`config.mk`:
```
export PLATFORM = sky130hd
export DESIGN_NAME = seq_divider
export DESIGN_NICKNAME = d
export VERILOG_FILES = /design/src/rtl/seq_divider.sv
export SDC_FILE = /design/constraint.sdc
export NUM_CORES = 1
export LEC_CHECK = 0
export ABC_AREA = 1
export BUFFER_PORTS_ARGS = -buffer_cell sky130_fd_sc_hd__buf_2
export CAP_MARGIN = 5
export CORE_ASPECT_RATIO = 0.9
export CORE_MARGIN = 3
export CORE_UTILIZATION = 30
export CTS_CLUSTER_DIAMETER = 80
export DETAILED_ROUTE_END_ITERATION = 10
export GPL_TIMING_DRIVEN = 0
export MAX_ROUTING_LAYER = met4
export SLEW_MARGIN = 10
export SYNTH_ARGS = -nofsm -noshare
export SYNTH_HDL_FRONTEND = slang
export SYNTH_SLANG_ARGS = --single-unit
```
`constraint.sdc`:
```
create_clock -name clk -period 4.3 [get_ports clk]
set_input_delay 0.645 -clock clk [delete_from_list [all_inputs] [get_ports clk]]
set_output_delay 0.645 -clock clk [all_outputs]
set_load 0.01 [all_outputs]
```
`src/rtl/seq_divider.sv`:
```
// Iterative unsigned restoring divider: one quotient bit per clock, start/done handshake.
// Divide-by-zero finishes immediately with quotient all ones and remainder = dividend.
module seq_divider #(
    parameter int N = 8
) (
    input  logic         clk,
    input  logic         reset,
    input  logic         start,
    input  logic [N-1:0] dividend,
    input  logic [N-1:0] divisor,
    output logic         ready,
    output logic         busy,
    output logic         done,
    output logic [N-1:0] quotient,
    output logic [N-1:0] remainder,
    output logic         div_by_zero
);

    // state  | meaning
    // S_IDLE | waiting for start, ready=1
    // S_CALC | shifting/subtracting, one quotient bit per edge, busy=1
    // S_DONE | results valid, done=1 for one cycle
    typedef enum logic [1:0] {S_IDLE, S_CALC, S_DONE} state_t;

    localparam int CW = (N > 2) ? $clog2(N) : 1;

    state_t        state;
    logic [N-1:0]  q_reg;
    logic [N-1:0]  d_reg;
    logic [N-1:0]  r_reg;
    logic [CW-1:0] cnt;

    logic [N:0]    shifted;
    logic [N:0]    diff;
    logic [N-1:0]  r_next;
    logic [N-1:0]  q_next;

    // The partial remainder is always < divisor, so only the trial subtract needs N+1 bits.
    always_comb begin
        shifted = {r_reg, q_reg[N-1]};
        diff    = shifted - {1'b0, d_reg};
        r_next  = shifted[N-1:0];
        q_next  = {q_reg[N-2:0], 1'b0};
        if (!diff[N]) begin
            r_next = diff[N-1:0];
            q_next = {q_reg[N-2:0], 1'b1};
        end
    end

    always_ff @(posedge clk) begin
        if (reset) begin
            state       <= S_IDLE;
            ready       <= 1'b1;
            busy        <= 1'b0;
            done        <= 1'b0;
            quotient    <= '0;
            remainder   <= '0;
            div_by_zero <= 1'b0;
            q_reg       <= '0;
            d_reg       <= '0;
            r_reg       <= '0;
            cnt         <= '0;
        end else begin
            case (state)
                S_IDLE: begin
                    if (start) begin
                        ready <= 1'b0;
                        if (divisor != '0) begin
                            q_reg       <= dividend;
                            d_reg       <= divisor;
                            r_reg       <= '0;
                            cnt         <= CW'(N - 1);
                            div_by_zero <= 1'b0;
                            busy        <= 1'b1;
                            state       <= S_CALC;
                        end else begin
                            quotient    <= '1;
                            remainder   <= dividend;
                            div_by_zero <= 1'b1;
                            done        <= 1'b1;
                            state       <= S_DONE;
                        end
                    end
                end
                S_CALC: begin
                    q_reg <= q_next;
                    r_reg <= r_next;
                    cnt   <= cnt - CW'(1);
                    if (cnt == '0) begin
                        quotient  <= q_next;
                        remainder <= r_next;
                        busy      <= 1'b0;
                        done      <= 1'b1;
                        state     <= S_DONE;
                    end
                end
                S_DONE: begin
                    done  <= 1'b0;
                    ready <= 1'b1;
                    state <= S_IDLE;
                end
                default: begin
                    ready <= 1'b1;
                    busy  <= 1'b0;
                    done  <= 1'b0;
                    state <= S_IDLE;
                end
            endcase
        end
    end

endmodule

```
## Yosys cells after proc, flatten, opt, wreduce, memory -nomap -nowiden

Cells that the tools add are included.

- Add/sub/neg operators: 2
- Eq/ne operators: 6
- Mux-type cells: 34
- Bitwise logic cells: 2
- Reductions and logical operators: 12

Operators by type and width:

| cell | count |
|---|---|
| $mux 8 | 11 |
| $pmux 8 s2 | 4 |
| $mux 1 | 9 |
| $reduce_and 3->1 | 3 |
| $sub 9x8->9 | 1 |
| $ne 2x2->1 const B | 4 |
| $reduce_and 4->1 | 2 |
| $reduce_bool 8->1 | 1 |
| $mux 2 | 3 |
| $mux 3 | 2 |
| $pmux 3 s2 | 1 |
| $reduce_and 2->1 | 3 |
| $pmux 1 s2 | 2 |
| $pmux 2 s2 | 1 |
| $logic_not 3->1 | 1 |
| $pmux 1 s3 | 1 |
| $sub 3x1->3 const B | 1 |
| $eq 2x1->1 const B | 1 |
| $eq 2x2->1 const B | 1 |
| $logic_not 2->1 | 1 |
| $not 1->1 | 2 |
| $reduce_bool 2->1 | 1 |

- Flip-flop bits (word level): 49
- Bits of input ports: 19
- Output and inout bits: 20
- Logic and storage cells: 67

## Depth between registers and ports, before layout

- Depth in word-level cells: 4
- Gate-level depth with buffers: 14
- Gate-level depth less buffers: 14

## Worst setup path before layout

No wires, ideal clock.

- Path kind: reg-to-reg
- Start point: register q_reg[7]
- End point: register r_reg[7]
- Setup time: 0.110 ns
- Data arrival time: 1.743 ns
- Required time: 4.190 ns
- Path slack: 2.448 ns
- Stages on the path, launching flop included: 15
- Path buffers: 0
- Period minus slack after synthesis: 1.852 ns
- Cells stage by stage: dfxtp_1 -> inv_1 -> ha_1 -> inv_1 -> fa_1 -> nand2_1 -> nand2_1 -> nand3_1 -> nand2_1 -> nand2_1 -> nand2_1 -> nand3_1 -> nand3_1 -> nand2_1 -> inv_1

- Cells in the longest elaborated chain, start to end: 3

Ends and longest elaborated chain:

| element | RTL line | source |
|---|---|---|
| start, declared | 28 | `logic [N-1:0] q_reg;` |
| start signal, assigned | 69 | `q_reg <= dividend;` |
| start signal, assigned | 86 | `q_reg <= q_next;` |
| $sub 9x8->9 | 41 | `diff = shifted - {1'b0, d_reg};` |
| $mux 8 | 44 | `if (!diff[N]) begin` |
| $pmux 8 s2 | 64 | `case (state)` |
| end signal, assigned | 87 | `r_reg <= r_next;` |
| end, declared | 30 | `logic [N-1:0] r_reg;` |

No other way between the ends.
A chain may end at the register's enable or synchronous reset.

## Worst setup path in the final report

- Start point: register q_reg[7]
- End point: register remainder[2]

- Cells in the longest elaborated chain, start to end: 4

Ends and longest elaborated chain:

| element | RTL line | source |
|---|---|---|
| $sub 9x8->9 | 41 |  |
| $mux 8 | 44 |  |
| $mux 8 | 89 | `if (cnt == '0) begin` |
| $pmux 8 s2 | 64 |  |
| end signal, assigned | 78 | `remainder <= dividend;` |
| end signal, assigned | 91 | `remainder <= r_next;` |
| end, declared | 15 | `output logic [N-1:0] remainder,` |

No other way between the ends. The select of a mux whose other input is x is not followed.

==> impl_metrics.yaml <==
synth:
  synth_simple_gate_area_frac: 0.3104
  syn_area_sq_um: 2567
  synth_xor_area_frac: 0.01023
  yosysTopAreaCell: "dfxtp_1"
  synth_compound_area_frac: 0.1121
  synth_top_family_by_area: "simple AND/OR/NAND/NOR gates"
  syn_avg_cell_area_sq_um: 6.516
  synthesis.instances: 394
  synth_nets: 424
  ys_seq_elements: 49
  synth_warnings: 0
  synth_top_area_frac: 0.3821
  ys_async_sr_fraction: 0
  ys_types: 26
  synth.area.mux_share: 0
  synthAdderAreaFrac: 0.05653
  ys.flop_type: "dfxtp_1"
  synth_edf_count: 0
  yosys-top-cells-area: "dfxtp_1 38%, nand2_1 13%, inv_1 9.9%"
  seq_area_frac_synth: 0.3821
critical_path:
  path_max_fanout: 10
  crit_required_ns: 4.50
  critPathLaunchType: "register"
  crit_path_end_kind: "register"
  critPathKind: "register to register"
  worst-endpoint-arrival_ns: 2.50
  rr_startpoint: "q_reg[7]"
  worstRegToRegCells: 14
  ff2ff_setup_slack_ns: 2.00
  reg2reg_to: "remainder[2]"
flow_run:
  cap_violations: 0
clock_network:
  htree_levels: 2
  cts.sinks: 49
  post_cts_buffers: 0
  cts_root_buf: "clkbuf_8"
  cts_buffers: 5
  hold_buffers: 0
  cts_tree: "built"
  clkTransAtPathRegs_ns: 0.09
  clock_latency_ns: 0.31
  ctsResizeCount: 0
  cts_buffer_depth: 2
global_route:
  grt_pass1_vias: 2219
  antenna_found_initial: 0
  grt_max_degree: 15
  grt-ovfl-total: 0
  gr-usage-all-layers: 0.1349
  grt_first_pass_wirelength_mm: 10.45
hold_path:
  whs_endpoint: "cnt[1]"
  min_path_type: "register to register"
  min_path_cells: 2
  hold_start: "cnt[1]"
timing:
  setup_tns_ns: 0
  relSlewSlack: 0.6703
  finalHoldViolations: 0
  worst_slew_pin_slew_ns: 0.4945
  fin_worst_skew_ns: 0.01332
  min_period_over_period: 0.5354
  setup_violations: 0
  fmax_ghz: 0.4344
  rsz0062_at_grt: "no"
  period_needed_ns: 2.302
  drv_slew: 0
finish:
  drive_gt1_frac: 0.1276
  layout_common_cells: "89 x nand2_1, 68 x inv_1, 53 x nor2_1"
  final_util: 0.3642
  finalNetCount: 468
  antenna_cells: 0
  area_growth_pct: 16.08
  final_common_cell: "nand2_1"
drt:
  drt-vias-per-instance: 4.431
  vias: 2455
  drt_iter0_markers: 140
  drc: 0
  wl_per_cell_um: 11.17
  antenna_left: 0
  wl_mm: 6.188
  drtPass1Iterations: 5
floorplanning:
  rows: 31
  dieArea_sq_um: 9706
  die_h_um: 93.77
  die_width_um: 103.5
  start_util: 0.3137
  core_sq_um: 8184
  io-pin-count: 39
placed_design:
  portBuffers: 37
  gp_congestion: 0.8985
  hpwl_mm: 4.906
run_status:
  status: "complete, no violations"
power:
  peakVddDrop_uv: 175.1
  p_per_area_nw_per_um2: 381.2
  p_leak_uw: 0.001592
## worst max path at each step
stage	startpoint	end	slack, ns	depth (start not counted)
floorplan	q_reg[7]	r_reg[7]	2.45	14
global placement	q_reg[7]	remainder[2]	2.07	14
detailed placement	q_reg[7]	remainder[2]	2.05	14
CTS	q_reg[7]	remainder[2]	2.02	14
global route	q_reg[7]	remainder[2]	1.78	14
finish	q_reg[7]	remainder[2]	2.00	14
## metrics by stage
stage	instance area, sq um	worst slack (ns)	instances	power, uW	hold WS, ns
floorplan	2567	2.448	394	778.0	0.4344
global placement	2897	2.066	546	871.4	0.4429
detailed placement	2897	2.054	546	873.9	0.4522
CTS	2980	2.025	554	1141	0.4657
global route	2980	1.781	554	1221	0.4838
finish	2980	1.998	554	1136	0.4604
## critical path, cell delays in order, from the launching register on
cell     delay (ns)
dfxtp_1        0.32
inv_1          0.09
ha_1           0.15
inv_1          0.07
fa_1           0.41
nand2_1        0.08
nand2_1        0.09
nand3_1        0.14
nand2_1        0.09
nand2_1        0.07
nand2_1        0.24
nand3_1        0.20
nand3_1        0.14
nand2_1        0.08
inv_1          0.03
## area by class of cell
type                            instances  area (sq um)
Clock buffer                            7         76.32
Tap cell                              115         143.9
Buffer                                 13         63.81
Clock inverter                          1         7.507
Inverter                               71         266.5
Multi-Input combinational cell        261          1256
Timing Repair Buffer                   37         185.2
Sequential cell                        49         980.9
Fill cell                             888          5204
## cells in the mapped netlist, types with 3 or more instances
| cell | instances |
|---|---|
| o21ai_0 | 31 |
| nand3_1 | 40 |
| inv_1 | 68 |
| dfxtp_1 | 49 |
| nor2_1 | 53 |
| a21oi_1 | 24 |
| nand2_1 | 89 |
| buf_2 | 3 |
| inv_2 | 3 |
| ha_1 | 10 |
| clkbuf_1 | 7 |
## where the power goes
group          internal [uW]  switching, uW  total, uW
combinational            119            224        342
clock                    116            156        271
sequential               500           22.3        522
total                    734            402       1140
## kinds of logic (layout without fill, tap and decap cells)
kind of cell	Yosys count	count (layout)
compound gates	57	57
fa+ha+maj	11	11
xor+xnor	3	3
simple gates	190	190
buf+inv	84	129
flops	49	49
## layer usage
| layer | GRT usage | up-vias | wire [um] |
|---|---|---|---|
| met5 | - | - | 0 |
| met4 | 0.02990 | 0 | 56 |
| met3 | 0.02680 | 5 | 321 |
| met2 | 0.1961 | 48 | 2540 |
| met1 | 0.1938 | 1095 | 3270 |
| li1 | - | 1307 | - |
Note: power is estimated with default switching activity, not from simulation.
